===== config.mk =====
export PLATFORM = sky130hd
export DESIGN_NAME = uart_rx_axis_flat
export DESIGN_NICKNAME = d
export VERILOG_FILES = /design/src/rtl/uart_rx_axis_if.sv /design/src/rtl/uart_rx_axis.sv /design/src/flat_wrapper.sv
export SDC_FILE = /design/constraint.sdc
export NUM_CORES = 1
export LEC_CHECK = 0
export CELL_PAD_IN_SITES_DETAIL_PLACEMENT = 0
export CELL_PAD_IN_SITES_GLOBAL_PLACEMENT = 1
export CORE_MARGIN = 8
export CORE_UTILIZATION = 35
export CTS_CLUSTER_SIZE = 12
export DETAILED_ROUTE_END_ITERATION = 12
export GPL_ROUTABILITY_DRIVEN = 1
export PLACE_DENSITY_LB_ADDON = 0.25
export RECOVER_POWER = 25
export SLEW_MARGIN = 10
export SYNTH_ARGS = -nofsm -noshare
export SYNTH_HDL_FRONTEND = slang
export SYNTH_SLANG_ARGS = --single-unit

===== constraint.sdc =====
create_clock -name clk -period 2.43 [get_ports clk]
set_clock_uncertainty 0.2 [all_clocks]
set_input_delay 0.486 -clock clk [delete_from_list [all_inputs] [get_ports clk]]
set_output_delay 0.486 -clock clk [all_outputs]
set_load 0.02 [all_outputs]

===== src/rtl/uart_rx_axis_if.sv =====
// uart_rx_axis_if: AXI-stream byte channel
// carrying received UART bytes downstream.
interface uart_rx_axis_if #(
   parameter int DATA_WIDTH = 8
);
   logic [DATA_WIDTH-1:0] tdata;
   logic                  tvalid;
   logic                  tready;

   modport master (
      output tdata,
      output tvalid,
      input  tready
   );

   modport slave (
      input  tdata,
      input  tvalid,
      output tready
   );
endinterface


===== src/rtl/uart_rx_axis.sv =====
// uart_rx_axis: 8N1 UART receiver, 8x oversampled,
// bytes presented on an AXI-stream master port.
module uart_rx_axis #(
   parameter int DATA_WIDTH = 8
) (
   input  logic           clk,
   input  logic           rst_n,
   input  logic           rxd,
   input  logic [15:0]    prescale,
   uart_rx_axis_if.master m_axis,
   output logic           busy,
   output logic           frame_error,
   output logic           overrun_error
);
   localparam int BW = $clog2(DATA_WIDTH + 1);

   typedef enum logic [1:0] {
      IDLE,
      START,
      DATA,
      STOP
   } state_t;

   state_t                state;
   state_t                state_n;
   logic                  rxd_m;
   logic                  rxd_s;
   logic                  armed;
   logic [15:0]           psc;
   logic [18:0]           cnt;
   logic [BW-1:0]         bit_cnt;
   logic [DATA_WIDTH-1:0] shreg;
   logic                  tick;
   logic                  start_det;
   logic                  last_bit;

   // next-state decode and start/tick strobes
   always_comb begin
      state_n   = state;
      start_det = 1'b0;
      tick      = (cnt == '0);
      last_bit  = (bit_cnt == BW'(1));
      unique case (state)
         IDLE: begin
            if (armed && !rxd_s && prescale != 16'd0) begin
               start_det = 1'b1;
               state_n   = START;
            end
         end
         START: begin
            if (tick) state_n = rxd_s ? IDLE : DATA;
         end
         DATA: begin
            if (tick && last_bit) state_n = STOP;
         end
         STOP: begin
            if (tick) state_n = IDLE;
         end
         default: state_n = IDLE;
      endcase
   end

   // state register
   always_ff @(posedge clk) begin
      if (!rst_n) state <= IDLE;
      else        state <= state_n;
   end

   // synchronizer, bit timing, shifter and output slot
   always_ff @(posedge clk) begin
      if (!rst_n) begin
         rxd_m         <= 1'b1;
         rxd_s         <= 1'b1;
         armed         <= 1'b0;
         psc           <= '0;
         cnt           <= '0;
         bit_cnt       <= '0;
         shreg         <= '0;
         busy          <= 1'b0;
         frame_error   <= 1'b0;
         overrun_error <= 1'b0;
         m_axis.tdata  <= '0;
         m_axis.tvalid <= 1'b0;
      end else begin
         rxd_m         <= rxd;
         rxd_s         <= rxd_m;
         frame_error   <= 1'b0;
         overrun_error <= 1'b0;
         if (m_axis.tvalid && m_axis.tready)
            m_axis.tvalid <= 1'b0;
         unique case (state)
            IDLE: begin
               if (rxd_s) armed <= 1'b1;
               if (start_det) begin
                  armed <= 1'b0;
                  psc   <= prescale;
                  cnt   <= {1'b0, prescale, 2'b00} - 19'd1;
                  busy  <= 1'b1;
               end
            end
            START: begin
               if (!tick) begin
                  cnt <= cnt - 19'd1;
               end else if (rxd_s) begin
                  busy <= 1'b0;
               end else begin
                  cnt     <= {psc, 3'b000} - 19'd1;
                  bit_cnt <= BW'(DATA_WIDTH);
               end
            end
            DATA: begin
               if (tick) begin
                  shreg   <= {rxd_s, shreg[DATA_WIDTH-1:1]};
                  cnt     <= {psc, 3'b000} - 19'd1;
                  bit_cnt <= bit_cnt - BW'(1);
               end else begin
                  cnt <= cnt - 19'd1;
               end
            end
            STOP: begin
               if (!tick) begin
                  cnt <= cnt - 19'd1;
               end else begin
                  busy <= 1'b0;
                  if (!rxd_s) begin
                     frame_error <= 1'b1;
                  end else if (!m_axis.tvalid || m_axis.tready) begin
                     m_axis.tdata  <= shreg;
                     m_axis.tvalid <= 1'b1;
                  end else begin
                     overrun_error <= 1'b1;
                  end
               end
            end
            default: ;
         endcase
      end
   end
endmodule


===== src/flat_wrapper.sv =====
// flat-port wrapper written by rule: the top's interface ports become plain ports
module uart_rx_axis_flat 
#(
   parameter int DATA_WIDTH = 8
)
  (clk, rst_n, rxd, prescale, busy, frame_error, overrun_error, m_axis_tdata, m_axis_tvalid, m_axis_tready);
  uart_rx_axis_if #(.DATA_WIDTH(DATA_WIDTH)) m_axis_i ();
  input  logic clk;
  input  logic rst_n;
  input  logic rxd;
  input  logic [15:0] prescale;
  output logic busy;
  output logic frame_error;
  output logic overrun_error;
  output wire logic [$bits(m_axis_i.tdata)-1:0] m_axis_tdata;
  output wire logic [$bits(m_axis_i.tvalid)-1:0] m_axis_tvalid;
  input wire logic [$bits(m_axis_i.tready)-1:0] m_axis_tready;
  assign m_axis_tdata = m_axis_i.tdata;
  assign m_axis_tvalid = m_axis_i.tvalid;
  assign m_axis_i.tready = m_axis_tready;
  uart_rx_axis #(.DATA_WIDTH(DATA_WIDTH)) u_core (.clk(clk), .rst_n(rst_n), .rxd(rxd), .prescale(prescale), .m_axis(m_axis_i), .busy(busy), .frame_error(frame_error), .overrun_error(overrun_error));
endmodule

==> results.txt <==
The maximum buffer depth of the clock tree came out at 2. The count of buffers from port buffering came out at 31. The mapped netlist covers 3810 µm². The residual overflow from global routing came out at 0. The post-route clock period utilization is 106%. The estimated wirelength of the detail-placed design is 9300 µm.

The detailed-route wire length came out at 12,700 µm. The worst setup path is launched from a register. The count of nets after finishing came out at 633.

In the final routed layout, each cell accounts on average for 17.1 µm. The total power after layout came out at 0.00558 W. For this run, the number of Yosys warnings is 0. The clock insertion delay at the later pin of the skew report is 0.36 ns. For flop-to-flop paths, the worst setup slack is -0.14 ns. The post-synthesis to final-layout area growth is 53.3%. The initial utilization of the core area, before any placement, comes to between 30% and 40%.

The largest voltage drop on the vdd net is around 430 µV. The minimum clock period after layout came out at 2.57 ns. Detailed routing inserted a total of 4,002 vias.

The total iterations of the first detailed-routing run is 4. The final reports fail on negative setup slack. The kind of critical path is register to register.

The die outline height is 120 µm. The top-level port count came out at 32. The number of storage elements in the synthesis netlist is 64. The count of endpoints failing hold in the final timing report came to 0.

The power density relative to cell area is approximately 960 nW/µm². The via count normalized by instance count came out at 5.36. The total number of placement rows came out at 38. The post-synth net total came out at 497. The area share of the leading cell type in the synthesized netlist came out at 33.7%. Clock tree synthesis inserted a total of 9 buffers. The final worst setup slack is -0.137 ns. The number of cells produced by synthesis came out at 466. The average cell area after synthesis is 8.17 µm². The number of cells on the worst reg-to-reg path is 7. The largest single stage delay on the critical path is 0.57 ns. The number of antenna violations at the first check in global routing is 0. The ratio of cells with drive above 1 in the final layout came out at 36.2%. The highest attainable clock frequency came out at 0.390 GHz. Walking the worst path, the cells encountered are or4_4 -> or4b_4 -> o31ai_4 -> buf_4 -> buf_6 -> o221ai_2 -> a32o_1. The clock net sink count is 64. The H-tree depth came out at 3. The main flop type after synthesis is sky130_fd_sc_hd__dfxtp_1.

The number of setup violations in the final report is 18. After clock tree synthesis, the clock-pin slew on the worst setup and hold paths is ~0.080 ns. Yosys mapped a number of flops with a built-in enable equal to 0. The leakage component of the power is between 2 and 2.5 nW. After synthesis, flip-flops and latches occupy 33.7% of the total area. The run finished, with violations left. The die extent in x is 120 µm. The pin count of the biggest net entering global routing came out at 45. The highest-delay cell along the critical path is sky130_fd_sc_hd__or4_4. The final-report max-slew violation count is 0. The worst setup path is captured at a register. The hold slack came out at 0.236 ns. The first-pass GRT wire length is approximately 20,000 µm. The number of diodes came out at 0. The overall global routing resource usage came out at 17.5%. The die area is 14,500 µm². In this run the critical register-to-register path is captured at u_core.cnt[9]. The number of distinct library cells after synthesis came out at 54. The number of max-capacitance violations reported came out at 0.

Yosys attributes the largest share of cell area to sky130_fd_sc_hd__dfxtp_1, sky130_fd_sc_hd__mux2i_1, sky130_fd_sc_hd__nor2_1. The number of antenna-violating nets in the routed design came out at 0. The beginning of the critical path is u_core.cnt[5].

The capture point of the critical path is u_core.cnt[9]. The worst hold path belongs to the class register to register. The core region is around 11,000 µm².

STA puts the critical path data required time at approximately 2.5 ns. The violation count after the first detailed-routing iteration came out at 177. The via count of the first global-routing pass is between 3,000 and 4,000. TritonCTS built the clock tree. The root buffer cell is sky130_fd_sc_hd__clkbuf_8.

The proportion of synthesized flip-flops having asynchronous set or reset is 0%. The data arrival at the endpoint of the critical path is 2.61 ns. The startpoint of the most critical register-to-register path is u_core.cnt[5]. The placer congestion estimate is 0.886. The biggest area contributor in the post-synthesis netlist is sky130_fd_sc_hd__dfxtp_1. Setup repair after global routing could not meet its margin everywhere.

The slew at the pin closest to its max-slew limit came out at slightly below 0.4 ns. In this run the tightest slew margin relative to its limit is 73.2%. The biggest fanout along the worst timing path is 3. The remaining routing DRC violations is 0.
-- worst min-delay path by stage --
stage                             from           end  slack (ns)  cells past startpoint
final                     u_core.rxd_m  u_core.rxd_s        0.24                      1
after global routing      u_core.rxd_m  u_core.rxd_s        0.25                      1
after CTS                 u_core.rxd_m  u_core.rxd_s        0.24                      1
after detailed placement  u_core.rxd_m  u_core.rxd_s        0.21                      1
after global placement    u_core.rxd_m  u_core.rxd_s        0.20                      1
after floorplan           u_core.rxd_m  u_core.rxd_s        0.19                      1
-- Yosys cell counts (2+ instances only) --
cell and count:
sky130_fd_sc_hd__a311oi_1 2, sky130_fd_sc_hd__ha_1 11, sky130_fd_sc_hd__clkbuf_1 18, sky130_fd_sc_hd__a221oi_1 6, sky130_fd_sc_hd__mux2i_1 27, sky130_fd_sc_hd__xor2_1 18, sky130_fd_sc_hd__nor4_1 15, sky130_fd_sc_hd__nor3_1 17
sky130_fd_sc_hd__o21ai_0 13, sky130_fd_sc_hd__o2111a_1 2, sky130_fd_sc_hd__nand2b_1 4, sky130_fd_sc_hd__a211o_1 2, sky130_fd_sc_hd__o21a_1 2, sky130_fd_sc_hd__nor2b_1 5, sky130_fd_sc_hd__nand2_1 32, sky130_fd_sc_hd__or4_1 2
sky130_fd_sc_hd__nand3_1 30, sky130_fd_sc_hd__buf_2 5, sky130_fd_sc_hd__xnor2_1 20, sky130_fd_sc_hd__a21oi_1 28, sky130_fd_sc_hd__o211ai_1 4, sky130_fd_sc_hd__nor3b_1 3, sky130_fd_sc_hd__a31oi_1 3, sky130_fd_sc_hd__dfxtp_1 64
sky130_fd_sc_hd__nand4_1 7, sky130_fd_sc_hd__a211oi_1 2, sky130_fd_sc_hd__o31ai_1 3, sky130_fd_sc_hd__o221ai_1 5, sky130_fd_sc_hd__nor2_1 63, sky130_fd_sc_hd__inv_1 14, sky130_fd_sc_hd__a32o_1 5, sky130_fd_sc_hd__and3_1 6
sky130_fd_sc_hd__nand3b_1 7
-- what timing repair did --
action,4_1_cts,5_1_grt
pin swaps,20,43
hold buffers,0,0
resized for setup,31,88
setup endpoints to repair,41,58
setup buffers,7,7
-- placed cells by master, fill, tap and decap left out, types with 4 or more instances in the layout --
cell                              count
sky130_fd_sc_hd__xnor2_1             20
sky130_fd_sc_hd__nor4_1              13
sky130_fd_sc_hd__a221oi_2             6
sky130_fd_sc_hd__dlygate4sd3_1        7
sky130_fd_sc_hd__a32o_1               4
sky130_fd_sc_hd__buf_12               4
sky130_fd_sc_hd__o21ai_2              5
sky130_fd_sc_hd__mux2i_1             27
sky130_fd_sc_hd__dfxtp_1             59
sky130_fd_sc_hd__nor2b_1              5
sky130_fd_sc_hd__o21ai_0              5
sky130_fd_sc_hd__nand2_2              7
sky130_fd_sc_hd__buf_6               20
sky130_fd_sc_hd__nand3_2              8
sky130_fd_sc_hd__nand3b_1             7
sky130_fd_sc_hd__a21oi_1             19
sky130_fd_sc_hd__nand2b_1             4
sky130_fd_sc_hd__nand3_1             21
sky130_fd_sc_hd__a21oi_2              9
sky130_fd_sc_hd__dfxtp_2              5
sky130_fd_sc_hd__inv_1               13
sky130_fd_sc_hd__clkbuf_8             9
sky130_fd_sc_hd__nor3_1              14
sky130_fd_sc_hd__ha_1                10
sky130_fd_sc_hd__o211ai_1             4
sky130_fd_sc_hd__nor2_1              59
sky130_fd_sc_hd__nand4_1              7
sky130_fd_sc_hd__clkdlybuf4s50_1     22
sky130_fd_sc_hd__buf_4               91
sky130_fd_sc_hd__xor2_1              18
sky130_fd_sc_hd__nand2_1             21
sky130_fd_sc_hd__o221ai_2             5
-- power by group --
part | leakage, nW | total (W) | switching [W] | internal [W]
Sequential | 0.521 | 0.00126 | 0.000103 | 0.00116
Clock | 0.0925 | 0.000971 | 0.000489 | 0.000482
Combinational | 1.66 | 0.00334 | 0.00171 | 0.00163
-- critical path, delay by kind of cell, from the launching register on --
kind	cells	cell delay, ns
buffers and inverters	2	0.28
AND/OR/NAND/NOR	2	1.10
AO/OA/AOI/OAI	3	0.55
flip-flops	1	0.33
-- registers in the layout (all words and copies together) (netlist names), named ones only --
name,flops
u_core.overrun_error,1
u_core.m_axis.tvalid,1
u_core.armed,1
u_core.frame_error,1
u_core.busy,1
u_core.cnt,19
u_core.state,1
u_core.m_axis.tdata,8
u_core.psc,16
u_core.shreg,8
u_core.rxd_s,1
u_core.bit_cnt,4
u_core.rxd_m,1
-- routing by layer --
layer  part of all wire (%)  track usage, %  up-vias  routed length, µm
li1                       -               -     1968                  -
met1                     47            23.4     1926               5980
met2                     47            27.6       96               5980
met3                    4.6            2.89       12                590
met4                    1.5            6.79        0                192
met5                      0               0        -                  0
-- cell families (layout without fill, tap and decap cells) --
family	Yosys count	count (layout)	share of synthesized area (%)
adder cells (fa/ha/maj)	11	11	3.62
AND/OR/NAND/NOR	203	203	27.3
XOR/XNOR	38	38	8.74
buffers and inverters	38	179	3.91
AO/OA/AOI/OAI	85	85	15.6
multiplexers	27	27	7.10
flip-flops	64	64	33.7
-- per-stage QoR --
stage          std cells  setup WS (ns)  cell area (µm²)  util [%]  setup TNS, ns
3_5_place_dp         717         -0.509             5020      46.8         -14.46
6_report             747         -0.137             5830      54.3          -1.48
4_1_cts              740         -0.194             5410      50.4          -2.86
2_1_floorplan        466         -0.115             3830         -          -1.40
5_1_grt              747         -0.192             5830      54.3          -3.95
3_3_place_gp         717         -0.453             5020      46.8         -11.75
-- area by class of cell --
type | count | area [µm²]
timing repair buffer | 148 | 1330
clock inverter | 7 | 78.8
inverter | 15 | 56.3
clock buffer | 9 | 124
sequential | 64 | 1290
tap | 140 | 175
multi-input combinational | 364 | 2780
fill | 1015 | 4910
(Power assumes the default switching activity.)
